`config.mk`:
```
export PLATFORM = sky130hd
export DESIGN_NAME = instruction_fetch_unit_flat
export DESIGN_NICKNAME = d
export VERILOG_FILES = /design/src/rtl/instruction_fetch_unit_if.sv /design/src/rtl/instruction_fetch_unit.sv /design/src/flat_wrapper.sv
export SDC_FILE = /design/constraint.sdc
export NUM_CORES = 1
export LEC_CHECK = 0
export CAP_MARGIN = 15
export CORE_MARGIN = 3
export CORE_UTILIZATION = 30
export CTS_BUF_LIST = sky130_fd_sc_hd__clkbuf_4 sky130_fd_sc_hd__clkbuf_8
export CTS_CLUSTER_DIAMETER = 60
export DETAILED_ROUTE_END_ITERATION = 8
export GPL_TIMING_DRIVEN = 0
export PLACE_DENSITY = 0.57
export SLEW_MARGIN = 10
export SYNTH_ARGS = -nofsm -noshare
export SYNTH_HDL_FRONTEND = slang
export SYNTH_SLANG_ARGS = --single-unit
```
`constraint.sdc`:
```
create_clock -name clk -period 1.8 [get_ports clk]
set_input_delay 0.18 -clock clk [delete_from_list [all_inputs] [get_ports clk]]
set_output_delay 0.18 -clock clk [all_outputs]
set_load 0.1 [all_outputs]
```
`src/rtl/instruction_fetch_unit_if.sv`:
```
// instruction_fetch_unit_if: fetch-side handshake bundle between the fetch unit and decode
interface instruction_fetch_unit_if #(
  parameter int INSTR_W = 12,
  parameter int ADDR_W  = 3
);
  logic [INSTR_W-1:0] instr_out;
  logic [ADDR_W-1:0]  pc_out;
  logic               instr_valid;
  logic               out_ready;
  logic               jump_en;
  logic [ADDR_W-1:0]  jump_addr;
  modport master (output instr_out, pc_out, instr_valid, input out_ready, jump_en, jump_addr);
  modport slave  (input instr_out, pc_out, instr_valid, output out_ready, jump_en, jump_addr);
endinterface

```
`src/rtl/instruction_fetch_unit.sv`:
```
// instruction_fetch_unit: loadable instruction store with its own PC and a registered valid/ready fetch port
module instruction_fetch_unit #(
  parameter int INSTR_W = 12,
  parameter int DEPTH   = 8,
  parameter int ADDR_W  = $clog2(DEPTH),
  parameter int WRAP    = 1
) (
  input  logic                    clk,
  input  logic                    rst_n,
  input  logic                    i_load_en,
  input  logic [ADDR_W-1:0]       i_load_addr,
  input  logic [INSTR_W-1:0]      i_load_data,
  input  logic                    i_start,
  input  logic                    i_stop,
  instruction_fetch_unit_if.master bus,
  output logic                    o_busy,
  output logic                    o_done
);
  typedef enum logic [1:0] {IDLE, RUN, DONE} state_t;
  state_t             r_state;
  logic [INSTR_W-1:0] r_mem [DEPTH] = '{default: '0};
  logic [INSTR_W-1:0] r_instr;
  logic [ADDR_W-1:0]  r_pc;
  logic               r_valid;
  logic [ADDR_W-1:0]  w_next;
  logic               w_hs;
  logic               w_end;
  assign w_hs   = r_valid & bus.out_ready;
  assign w_next = bus.jump_en ? bus.jump_addr : r_pc + ADDR_W'(1);
  assign w_end  = (WRAP == 0) && !bus.jump_en && (r_pc == ADDR_W'(DEPTH - 1));
  // program store: writable only while not fetching, survives reset
  always_ff @(posedge clk)
    if (i_load_en && r_state != RUN) r_mem[i_load_addr] <= i_load_data;
  // fetch sequencer: stop beats handshake, a load alongside start suppresses the start
  always_ff @(posedge clk or negedge rst_n) begin
    if (!rst_n) begin
      r_state <= IDLE;
      r_pc    <= '0;
      r_instr <= '0;
      r_valid <= 1'b0;
    end else begin
      case (r_state)
        RUN: begin
          if (i_stop) begin
            r_state <= IDLE;
            r_pc    <= '0;
            r_valid <= 1'b0;
          end else if (w_hs && w_end) begin
            r_state <= DONE;
            r_valid <= 1'b0;
          end else if (w_hs) begin
            r_pc    <= w_next;
            r_instr <= r_mem[w_next];
          end
        end
        default: begin
          if (i_start && !i_load_en) begin
            r_state <= RUN;
            r_pc    <= '0;
            r_instr <= r_mem[0];
            r_valid <= 1'b1;
          end else if (i_stop) begin
            r_state <= IDLE;
            r_pc    <= '0;
          end
        end
      endcase
    end
  end
  assign bus.instr_out   = r_instr;
  assign bus.pc_out      = r_pc;
  assign bus.instr_valid = r_valid;
  assign o_busy          = r_state == RUN;
  assign o_done          = r_state == DONE;
endmodule

```
`src/flat_wrapper.sv`:
```
// flat-port wrapper written by rule: the top's interface ports become plain ports
module instruction_fetch_unit_flat 
#(
  parameter int INSTR_W = 12,
  parameter int DEPTH   = 8,
  parameter int ADDR_W  = $clog2(DEPTH),
  parameter int WRAP    = 1
)
  (clk, rst_n, i_load_en, i_load_addr, i_load_data, i_start, i_stop, o_busy, o_done, bus_instr_out, bus_pc_out, bus_instr_valid, bus_out_ready, bus_jump_en, bus_jump_addr);
  instruction_fetch_unit_if #(.INSTR_W(INSTR_W), .ADDR_W(ADDR_W)) bus_i ();
  input  logic clk;
  input  logic rst_n;
  input  logic i_load_en;
  input  logic [ADDR_W-1:0] i_load_addr;
  input  logic [INSTR_W-1:0] i_load_data;
  input  logic i_start;
  input  logic i_stop;
  output logic o_busy;
  output logic o_done;
  output wire logic [$bits(bus_i.instr_out)-1:0] bus_instr_out;
  output wire logic [$bits(bus_i.pc_out)-1:0] bus_pc_out;
  output wire logic [$bits(bus_i.instr_valid)-1:0] bus_instr_valid;
  input wire logic [$bits(bus_i.out_ready)-1:0] bus_out_ready;
  input wire logic [$bits(bus_i.jump_en)-1:0] bus_jump_en;
  input wire logic [$bits(bus_i.jump_addr)-1:0] bus_jump_addr;
  assign bus_instr_out = bus_i.instr_out;
  assign bus_pc_out = bus_i.pc_out;
  assign bus_instr_valid = bus_i.instr_valid;
  assign bus_i.out_ready = bus_out_ready;
  assign bus_i.jump_en = bus_jump_en;
  assign bus_i.jump_addr = bus_jump_addr;
  instruction_fetch_unit #(.INSTR_W(INSTR_W), .DEPTH(DEPTH), .ADDR_W(ADDR_W), .WRAP(WRAP)) u_core (.clk(clk), .rst_n(rst_n), .i_load_en(i_load_en), .i_load_addr(i_load_addr), .i_load_data(i_load_data), .i_start(i_start), .i_stop(i_stop), .bus(bus_i), .o_busy(o_busy), .o_done(o_done));
endmodule
```
==> summary.md, run 1 <==
| Metric | Value |
|---|---|
| Status | `finished, violations left` |
| Failing checks | `negative setup slack` |
| ANT nets after route | `0` |
| Drt via density | `~5.5` |
| Pins over their slew limit | `0` |
| Syn Inst Count | `450` |
| Startpoint types | `register` |
| Setup TNS | `-2.77 ns` |
| Rows | `between 40 and 50` |
| Synth cell count leaders | `edfxtp_1, nor2b_1, a21oi_1, o21ai_0, nor2_1` |
| Htree depth | `4` |
| CTS tree | `done` |
| Initial drt markers | `between 300 and 400` |
| Ports | `43` |
| Critical Path Slowest Stage Cell | `dfrtp_4` |
| Synthesis-stage register bit count | `roughly 110` |
| Worst setup path class | `reg2reg` |
| Final Power | `8.14 mW` |
| Unrepaired setup endpoints after global routing | `true` |
| Synth top area share | `0.533` |
| Worst Setup End Kind | `register` |
| Reg clk slew, reported paths | `about 0.070 ns` |
| Non-filler cells, final | `760` |
| Clk root buf | `clkbuf_8` |
| Yosys cell types | `36` |
| Input/output buffers | `42` |
| Final worst path period share | `1.17` |
| Drt total wl | `between 15000 and 20000 µm` |
| Pin count of the biggest net entering global routing | `19` |
| Diodes inserted | `0` |
| First-pass GRT wire length | `24900 µm` |
| Vias in the first global route | `~4200` |
| # DRC | `0` |
| CP required | `roughly 2.1 ns` |
| Hold_buf cts | `0` |
| Asr flop ratio synth | `0.158` |
| Ys flop type | `edfxtp_1` |
| Placed cells | `719` |
| Congestion Overflow GR | `0` |
| Final Wtd Congestion | `roughly 0.96` |
| Setup ws final | `-0.299 ns` |
| Placeable core area | `around 17000 µm²` |
| Slew headroom | `0.448` |
| Fraction of layout cells with a size suffix above 1 | `0.321` |
| Clock sink count | `114` |
| Nets@finish | `around 550` |
| Initial antenna violation count | `0` |
| Die W | `140 µm` |
| Most frequent cell after synthesis | `edfxtp_1` |
| Max frequency | `476 MHz` |
| Crit path cell chain | `ha_4 > nand2b_4 > buf_12 > o22a_2 > or3b_4 > a32oi_4 > a21oi_2` |
| Area growth from synthesis to layout | `36.1%` |
| Leak Pwr | `2.44 nW` |
| Hold Vio Cnt, Final | `0` |
| Post-Syn Nets | `476` |
| Sequential fraction of the synthesis area | `0.617` |
| P per Cell Area | `between 1000 and 1500 nW/µm²` |
| CTS Buffer Depth | `2` |
| Number of synthesis warnings | `0` |
| Detailed Routing Iterations Pass 1 | `7` |
| # setup viols final | `12` |
| Total GRT Usage | `0.169` |
| Skew-Pair Late Insertion Delay | `between 0.4 and 0.5 ns` |
| Worst-margin pin slew | `0.825 ns` |
| Arrival @ worst endpoint | `roughly 2.4 ns` |
| DR vias | `4179` |
| Yosys top cell by area | `edfxtp_1` |
| Cells taking the most area after synthesis | `edfxtp_1, dfrtp_1, nor2b_1` |
| Die extent in y | `140 µm` |
| Fin crit period | `2.10 ns` |
| Worst hold path type | `in2async` |
| Die Area | `approximately 20000 µm²` |
| CTS Buf Count | `17` |
| Crit path max fanout | `8` |
| Drt wl/cell | `22.1 µm` |
| Max_cap viols | `0` |
| Mapped Area | `between 5000 and 6000 µm²` |
| CP peak stage delay | `about 0.53 ns` |
| Post-synth EDFFs | `96` |
| Starting density of the core | `0.309` |
| Peak supply drop | `around 0.63 mV` |
| Worst r2r path cells | `7` |
| Fin Clk Skew | `around 0.018 ns` |
| Synthesized area per cell | `between 10 and 15 µm²` |
| Hpwl dp | `approximately 11000 µm` |
kinds of logic after synthesis:
| kind of cell | synth area share |
|---|---|
| DFF | 0.617 |
| muxes | 0.00625 |
| buffers and inverters | 0.0431 |
| adders and majority gates | 0.00231 |
| AOI/OAI and AO/OA | 0.189 |
| and+or+nand+nor | 0.141 |
| xor gates and xnor gates | 0.00162 |
layer usage:
metal  vias up  wire length [µm]  GRT usage
li1       1873                 -          -
met4         0               407     0.0627
met5         -                 0          0
met1      2123              7320      0.220
met2       150              8230      0.271
met3        33               854     0.0454
area by class of cell:
class                           count  area (µm²)
Buffer                             34         251
Clock buffer                       22         290
Clock inverter                     10         250
Fill cell                        1603       10100
Inverter                           14        52.6
Multi-Input combinational cell    287        2290
Sequential cell                   114        3340
Tap cell                          225         282
Timing Repair Buffer               54         594
worst max-delay path: cells and delay by family, from the launching register on:
kind                     cells  cell delay (ns)
buffers and inverters        1             0.14
AO/OA/AOI/OAI                3             0.50
flip-flops                   1             0.53
AND/OR/NAND/NOR              2             0.56
adder cells (fa/ha/maj)      1             0.25
cells in the final DEF, fill, tap and decap left out, types with 5 or more instances in the layout:
cell type,synthesis,final
o221ai_2,0,13
clkdlybuf4s15_2,0,16
buf_12,1,5
o21ai_0,36,35
nor2_4,0,6
dfrtp_1,18,15
o221ai_1,23,10
or3b_4,0,11
clkbuf_2,0,14
inv_1,14,13
nor2b_1,51,49
a32oi_2,0,8
edfxtp_1,96,96
or3_1,13,13
a41oi_2,0,11
buf_4,1,8
buf_2,5,5
clkbuf_1,24,5
clkdlybuf4s50_1,0,24
a21oi_1,36,30
clkbuf_8,0,24
nor2_1,34,28
o22a_1,18,17
bufinv_16,0,8
a21oi_2,0,6
nand2_1,7,7
path summary, 6_finish.rpt:
| path | startpoint | to | slack [ns] |
|---|---|---|---|
| max | u_core.bus.pc_out[0] | u_core.bus.instr_out[9] | -0.30 |
| min | rst_n | u_core.bus.pc_out[1] | 0.20 |
| max reg2reg | u_core.bus.pc_out[0] | u_core.bus.instr_out[9] | -0.30 |
| min reg2reg | u_core.bus.instr_valid | u_core.bus.instr_valid | 0.57 |
| max in group asynchronous | rst_n | u_core.bus.pc_out[0] | 0.99 |
| min in group clk | i_start | u_core.r_state[1] | 0.46 |
what timing repair did:
item                                    4_1_cts  5_1_grt
setup buffers                                 4        5
gates cloned                                  0        1
pin swaps                                     8       29
resized for setup                           127       39
endpoints found under the setup margin      119       93
per-stage QoR:
| step | setup WS (ns) | hold WS [ns] | util | cell area (µm²) |
|---|---|---|---|---|
| after floorplan | -0.220 | -0.116 | - | 5520 |
| after global placement | -0.796 | 0.498 | 0.356 | 6220 |
| after detailed placement | -0.870 | 0.534 | 0.357 | 6240 |
| after CTS | -0.325 | 0.217 | 0.410 | 7160 |
| after global routing | -0.335 | 0.257 | 0.421 | 7350 |
| final | -0.299 | 0.205 | 0.421 | 7350 |
where the power goes:
part,internal [mW],leakage [nW],total [mW],switching (mW)
registers,2.99,1.07,3.06,0.0718
clock network,2.21,0.274,3.24,1.03
logic,0.575,1.09,1.84,1.26
sequential cells by signal (all words and copies together), names as in the netlist:
| name | count |
|---|---|
| u_core.bus.instr_out | 12 |
| u_core.bus.instr_valid | 1 |
| u_core.bus.pc_out | 3 |
| u_core.r_mem | 96 |
| u_core.r_state | 2 |
(Power assumes the default switching activity.)
==> run 2: changes to the inputs <==
--- a/config.mk
+++ b/config.mk
@@ -5,6 +5,7 @@
 export SDC_FILE = /design/constraint.sdc
 export NUM_CORES = 1
 export LEC_CHECK = 0
+export ABC_AREA = 0
 export CAP_MARGIN = 15
 export CORE_MARGIN = 3
 export CORE_UTILIZATION = 30
==> results of run 2 <==
The final DEF is identical to that of run 1; final timing and power are the same.
==> run 3: changes to the inputs <==
--- a/config.mk
+++ b/config.mk
@@ -7,13 +7,15 @@
 export LEC_CHECK = 0
 export ABC_AREA = 0
 export CAP_MARGIN = 15
+export CELL_PAD_IN_SITES_DETAIL_PLACEMENT = 1
+export CELL_PAD_IN_SITES_GLOBAL_PLACEMENT = 1
 export CORE_MARGIN = 3
 export CORE_UTILIZATION = 30
 export CTS_BUF_LIST = sky130_fd_sc_hd__clkbuf_4 sky130_fd_sc_hd__clkbuf_8
 export CTS_CLUSTER_DIAMETER = 60
 export DETAILED_ROUTE_END_ITERATION = 8
 export GPL_TIMING_DRIVEN = 0
-export PLACE_DENSITY = 0.57
+export PLACE_DENSITY = 0.66
 export SLEW_MARGIN = 10
 export SYNTH_ARGS = -nofsm -noshare
 export SYNTH_HDL_FRONTEND = slang
==> run 3 against run 2 <==
  * The flow still finishes with violations (negative setup slack)
  * Global-route usage increased by 2.0 points
  * Clock skew decreased by 0.0044 ns
  * Critical path depth unchanged
  * Power decreased by 3.9%
  * Final cell count increased by 0.39%
  * Clock power decreased by 10%
  * Via count increased by 0.65%
  * Worst hold slack improved by 0.0055 ns
  * Critical path type unchanged
  * Highest routed layer unchanged
==> summary.md, run 3 (synthesized netlist as in run 1, its figures left out) <==
| Metric | Value |
|---|---|
| Status | `finished, violations left` |
| Failing checks | `negative setup slack` |
| R2R Path Start | `u_core.bus.pc_out[0]` |
| Reg-to-reg critical path endpoint | `u_core.bus.instr_out[10]` |
| Slew headroom | `0.367 (-0.0809)` |
| ANT nets after route | `0 (unchanged)` |
| Die W | `140 µm (unchanged)` |
| CP required | `2.14 ns (about the same)` |
| Final core occ | `0.419 (-0.00222)` |
| Fin Clk Skew | `0.0133 ns (-0.00442 ns)` |
| FF+latch area | `3340 µm² (unchanged)` |
| Area growth from synthesis to layout | `35.3%` |
| Most frequent cells in the layout | `edfxtp_1, nor2b_1, o21ai_0, a21oi_1, nor2_1` |
| Final Cell Area | `7320 µm² (-0.53%)` |
| Starting density of the core | `0.309 (unchanged)` |
| Largest Register | `u_core.r_mem` |
| Worst hold path type | `in2async` |
| First-pass GRT wire length | `27600 µm (+11%)` |
| Drt via density | `5.51 (+0.25%)` |
| Footprint of the multi-input gates | `2280 µm² (-0.38%)` |
| Die Area | `19700 µm² (unchanged)` |
| Vias in the first global route | `4596 (+8.8%)` |
| Placeable core area | `17500 µm² (unchanged)` |
| # setup viols final | `13 (+1)` |
| Max reg flops | `96 (unchanged)` |
| Initial antenna violation count | `0 (unchanged)` |
| Post-placement cell area | `6250 µm² (+0.20%)` |
| Hold Vio Cnt, Final | `0 (unchanged)` |
| Pins over their slew limit | `0 (unchanged)` |
| Unrepaired setup endpoints after global routing | `true` |
| Worst Setup End Kind | `register` |
| Reg clk slew, reported paths | `0.08 ns (about the same)` |
| Max_cap viols | `0 (unchanged)` |
| Diodes inserted | `0 (unchanged)` |
| Fill cells | `1831 (+14%)` |
| Congestion Overflow GR | `0 (unchanged)` |
| Final Wtd Congestion | `0.840 (-12%)` |
| Max frequency | `476 MHz (about the same)` |
| Nets@finish | `551 (+0.55%)` |
| Fin crit period | `2.10 ns (+0.00207 ns)` |
| Clk root buf | `clkbuf_8` |
| P per Cell Area | `1070 nW/µm² (-3.4%)` |
| Htree depth | `4 (unchanged)` |
| Non-filler cells, final | `763 (+0.39%)` |
| Crit path max fanout | `7 (-1)` |
| Final worst path period share | `1.17 (about the same)` |
| Rows | `48 (unchanged)` |
| # DRC | `0 (unchanged)` |
| Pin count of the biggest net entering global routing | `19 (unchanged)` |
| Die extent in y | `140 µm (unchanged)` |
| DR vias | `4206 (+0.65%)` |
| Skew-Pair Late Insertion Delay | `0.45 ns (about the same)` |
| Pre-CTS WS | `-0.984 ns (-0.114 ns)` |
| Input/output buffers | `42 (unchanged)` |
| Total GRT Usage | `0.189 (+0.0196)` |
| Leak Pwr | `2.42 nW (-0.85%)` |
| Placed cells | `720 (+0.14%)` |
| Hold_buf cts | `0 (unchanged)` |
| Clock sink count | `114 (unchanged)` |
| Worst setup path class | `reg2reg` |
| Commonest non-fill, non-tap cell in the layout | `edfxtp_1` |
| FF-to-FF setup slack | `-0.30 ns (about the same)` |
| Fraction of layout cells with a size suffix above 1 | `0.314 (-0.00737)` |
| Worst r2r path cells | `7 (unchanged)` |
| Peak supply drop | `0.499 mV (-21%)` |
| Worst-margin pin slew | `0.953 ns (+0.128 ns)` |
| Hpwl dp | `12300 µm (+8.5%)` |
| Startpoint types | `register` |
| Setup ws final | `-0.301 ns (-0.00207 ns)` |
| Initial drt markers | `316 (-20%)` |
| Arrival @ worst endpoint | `2.44 ns (about the same)` |
| CTS tree | `done` |
| Ports | `43 (unchanged)` |
| Drt wl/cell | `23.8 µm (+7.6%)` |
| Detailed Routing Iterations Pass 1 | `5 (-2)` |
| Drt total wl | `18200 µm (+8.0%)` |
| CTS Buf Count | `17 (unchanged)` |
| CTS Buffer Depth | `2 (unchanged)` |
==> run 3: changes by cell type in the layout (fill, tap and decap cells not counted), sizes merged, moves of 2 or more <==
cell	delta
buf	+7
clkinvlp	+2
bufinv	-2
clkbuf	-9
clkinv	+4
==> run 3: area by class of cell <==
class	count	area share
Clock inverter	15	0.0325
Tap cell	225	0.0385
Multi-Input combinational cell	287	0.312
Sequential cell	114	0.457
Buffer	34	0.0334
Clock buffer	17	0.0320
Inverter	14	0.00753
Timing Repair Buffer	57	0.0872
==> run 3: how the worst max path moves through the flow <==
stage               cells after the start                 start  slack (ns)                       end
global route                            7  u_core.bus.pc_out[0]       -0.35   u_core.bus.instr_out[3]
floorplan                               8  u_core.bus.pc_out[1]       -0.22   u_core.bus.instr_out[0]
detailed placement                      8      bus_jump_addr[0]       -0.98   u_core.bus.instr_out[8]
CTS                                     7  u_core.bus.pc_out[0]       -0.35  u_core.bus.instr_out[10]
finish                                  7  u_core.bus.pc_out[0]       -0.30  u_core.bus.instr_out[10]
global placement                        8      bus_jump_addr[0]       -0.86  u_core.bus.instr_out[10]
==> run 3: through the flow <==
step / power [mW] / hold WS [ns] / TNS (ns)
floorplan: 4.22 / -0.116 / -2.17
global placement: 4.72 / 0.494 / -62.89
detailed placement: 4.76 / 0.499 / -40.81
CTS: 7.78 / 0.218 / -11.88
global route: 8.10 / 0.261 / -3.98
finish: 7.82 / 0.210 / -3.19
==> run 3: critical path, stage by stage, from the launching register on <==
cell,delay (ns)
dfrtp_4,0.54
ha_4,0.26
nand2b_4,0.13
buf_12,0.15
o22a_4,0.14
or3b_4,0.40
a32oi_4,0.27
a21oi_2,0.09
==> run 3: timing repair <==
action	4_1_cts	5_1_grt
pin swaps	25	18
cloned	0	0
setup endpoints to repair	118	70
gates resized for setup	119	39
setup buffers	8	4
==> run 3: power breakdown <==
part | switching (mW) | total (mW) | internal, mW
combinational | 1.27 | 1.85 | 0.577
clock | 1.13 | 2.91 | 1.78
sequential | 0.0718 | 3.06 | 2.99
total | 2.47 | 7.82 | 5.34
==> run 3: layer usage <==
metal	GRT usage	routed length (µm)	vias to the layer above
li1	-	-	1881
met1	0.241	7840	2180
met2	0.316	9210	123
met3	0.0471	846	22
met4	0.0581	267	0
met5	0	0	-
==> variant, RTL diff (config.mk and constraints of run 2) <==
`DEPTH` is set to 8 in 2 places; all go to 4.
--- a/src/rtl/instruction_fetch_unit.sv
+++ b/src/rtl/instruction_fetch_unit.sv
@@ -1,7 +1,7 @@
 // instruction_fetch_unit: loadable instruction store with its own PC and a registered valid/ready fetch port
 module instruction_fetch_unit #(
   parameter int INSTR_W = 12,
-  parameter int DEPTH   = 8,
+  parameter int DEPTH   = 4,
   parameter int ADDR_W  = $clog2(DEPTH),
   parameter int WRAP    = 1
 ) (
--- a/src/flat_wrapper.sv
+++ b/src/flat_wrapper.sv
@@ -2,7 +2,7 @@
 module instruction_fetch_unit_flat 
 #(
   parameter int INSTR_W = 12,
-  parameter int DEPTH   = 8,
+  parameter int DEPTH   = 4,
   parameter int ADDR_W  = $clog2(DEPTH),
   parameter int WRAP    = 1
 )
Interface: changed (resized bus_jump_addr, bus_pc_out and i_load_addr); port bits go from 43 to 40. No check against the original RTL was run, so the function may have changed too.
==> variant against run 2 <==
Die area down 46%. Sequential cell count decreased by 49. Worst hold slack better by 0.14 ns. Maximum frequency up 18%. Routed wire length is 57% lower. Worst setup slack improved by 0.31 ns. Power down 48%. Critical path depth fell by 3. Design area shrank 50%. Synthesized cell count down 55%. Synthesized area is 48% lower. Final cell count is 51% lower. Highest routed layer unchanged.
==> variant: results (changes against run 2) <==
status completed; Placed Instances 353 (-51%); GR Util met2 22.00% (-5.1 points); Total Routing Usage GR 14.34% (-2.6 points); synth unique cells 38 (+5.6%); first-pass GRT wire length 10.91 mm (-56%); Worst path max stage delay 0.58 ns (+0.05 ns); sequential share of the synthesized area 66.58% (+4.9 points); Leak 1.278 nW (-48%); hpwl dp 4.670 mm (-59%); WL met1 3.318 mm (-55%); Placed Area 0.003373 sq mm (-46%); met3 global-route usage 3.315% (-1.2 points); Peak VDD IR 0.0003154 V (-50%); Post-CTS Resized 31 (-76%); Num CTS Buffers 9 (-8); WL met3 369 um (-57%); Synth top cells by count edfxtp_1 (48), dfrtp_1 (17), a21oi_1 (14); Total Wirelength 7.210 mm (-57%); design area 0.003654 sq mm (-50%); syn avg cell area 13.74 sq um (+14%); IO buf count 39 (-7.1%); clk_lat worst skew 0.34 ns (-0.12 ns); met1 usage 18.99% (-3.0 points); Post-Synth Adder-Cell Area 0% (-0.23 points); CP Data Arrival Time 1.76 ns (-0.67 ns); wire per inst 19.28 um (-13%); DR pass1 iterations 4 (-3); Post-synth EDFFs 48 (-50%); largest net degree at the start of global routing 18 (-1); vias in the first global route 2021 (-52%); Initial DRC Count 153 (-61%); Post-CTS Setup Bufs 0 (-4); Mapped Nets 227 (-52%); max reg flops 48 (-50%)
-- variant: cell types whose count changed in the layout (fill, tap and decap cells not counted), sizes merged, moves of 27 or more --
cell,delta
nor2b,-49
edfxtp,-48
o21ai,-34
nor2,-31
clkbuf,-27
-- variant: power by group --
| group | switching, mW | total [mW] | internal [mW] |
|---|---|---|---|
| sequential | 0.0689 | 1.81 | 1.74 |
| clock | 0.567 | 1.21 | 0.645 |
| combinational | 0.933 | 1.24 | 0.306 |
-- variant: cells by family after synthesis --
logic type | Yosys count
AND/OR/NAND/NOR | 59
multiplexers | 1
flip-flops | 65
XOR/XNOR | 2
AO/OA/AOI/OAI | 60
buffers and inverters | 17
-- variant: worst paths after layout --
| check | slack [ns] | endpoint | cells past startpoint |
|---|---|---|---|
| max in group asynchronous | 0.80 | u_core.bus.pc_out[0]$_DFFE_PN0P_ | 1 |
| worst max register to register | 0.02 | u_core.r_mem[1][5]$_DFFE_PP_ | 4 |
| worst min register to register | 0.50 | u_core.bus.instr_out[7]$_DFFE_PN0P_ | 1 |
| min in group clk | 0.47 | u_core.r_mem[2][2]$_DFFE_PP_ | 1 |
| worst min-delay path | 0.34 | u_core.r_state[0]$_DFF_PN0_ | 1 |
| worst max-delay path | 0.02 | u_core.r_mem[1][5]$_DFFE_PP_ | 4 |
-- variant: layout make-up --
| cell class | instances | share of cell area (%) |
|---|---|---|
| Clock buffer | 10 | 3.596 |
| Tap cell | 108 | 3.699 |
| Clock inverter | 6 | 1.610 |
| Sequential cell | 65 | 51.34 |
| Inverter | 3 | 0.3767 |
| Buffer | 14 | 2.432 |
| Multi-Input combinational cell | 122 | 24.97 |
| Timing Repair Buffer | 46 | 11.99 |
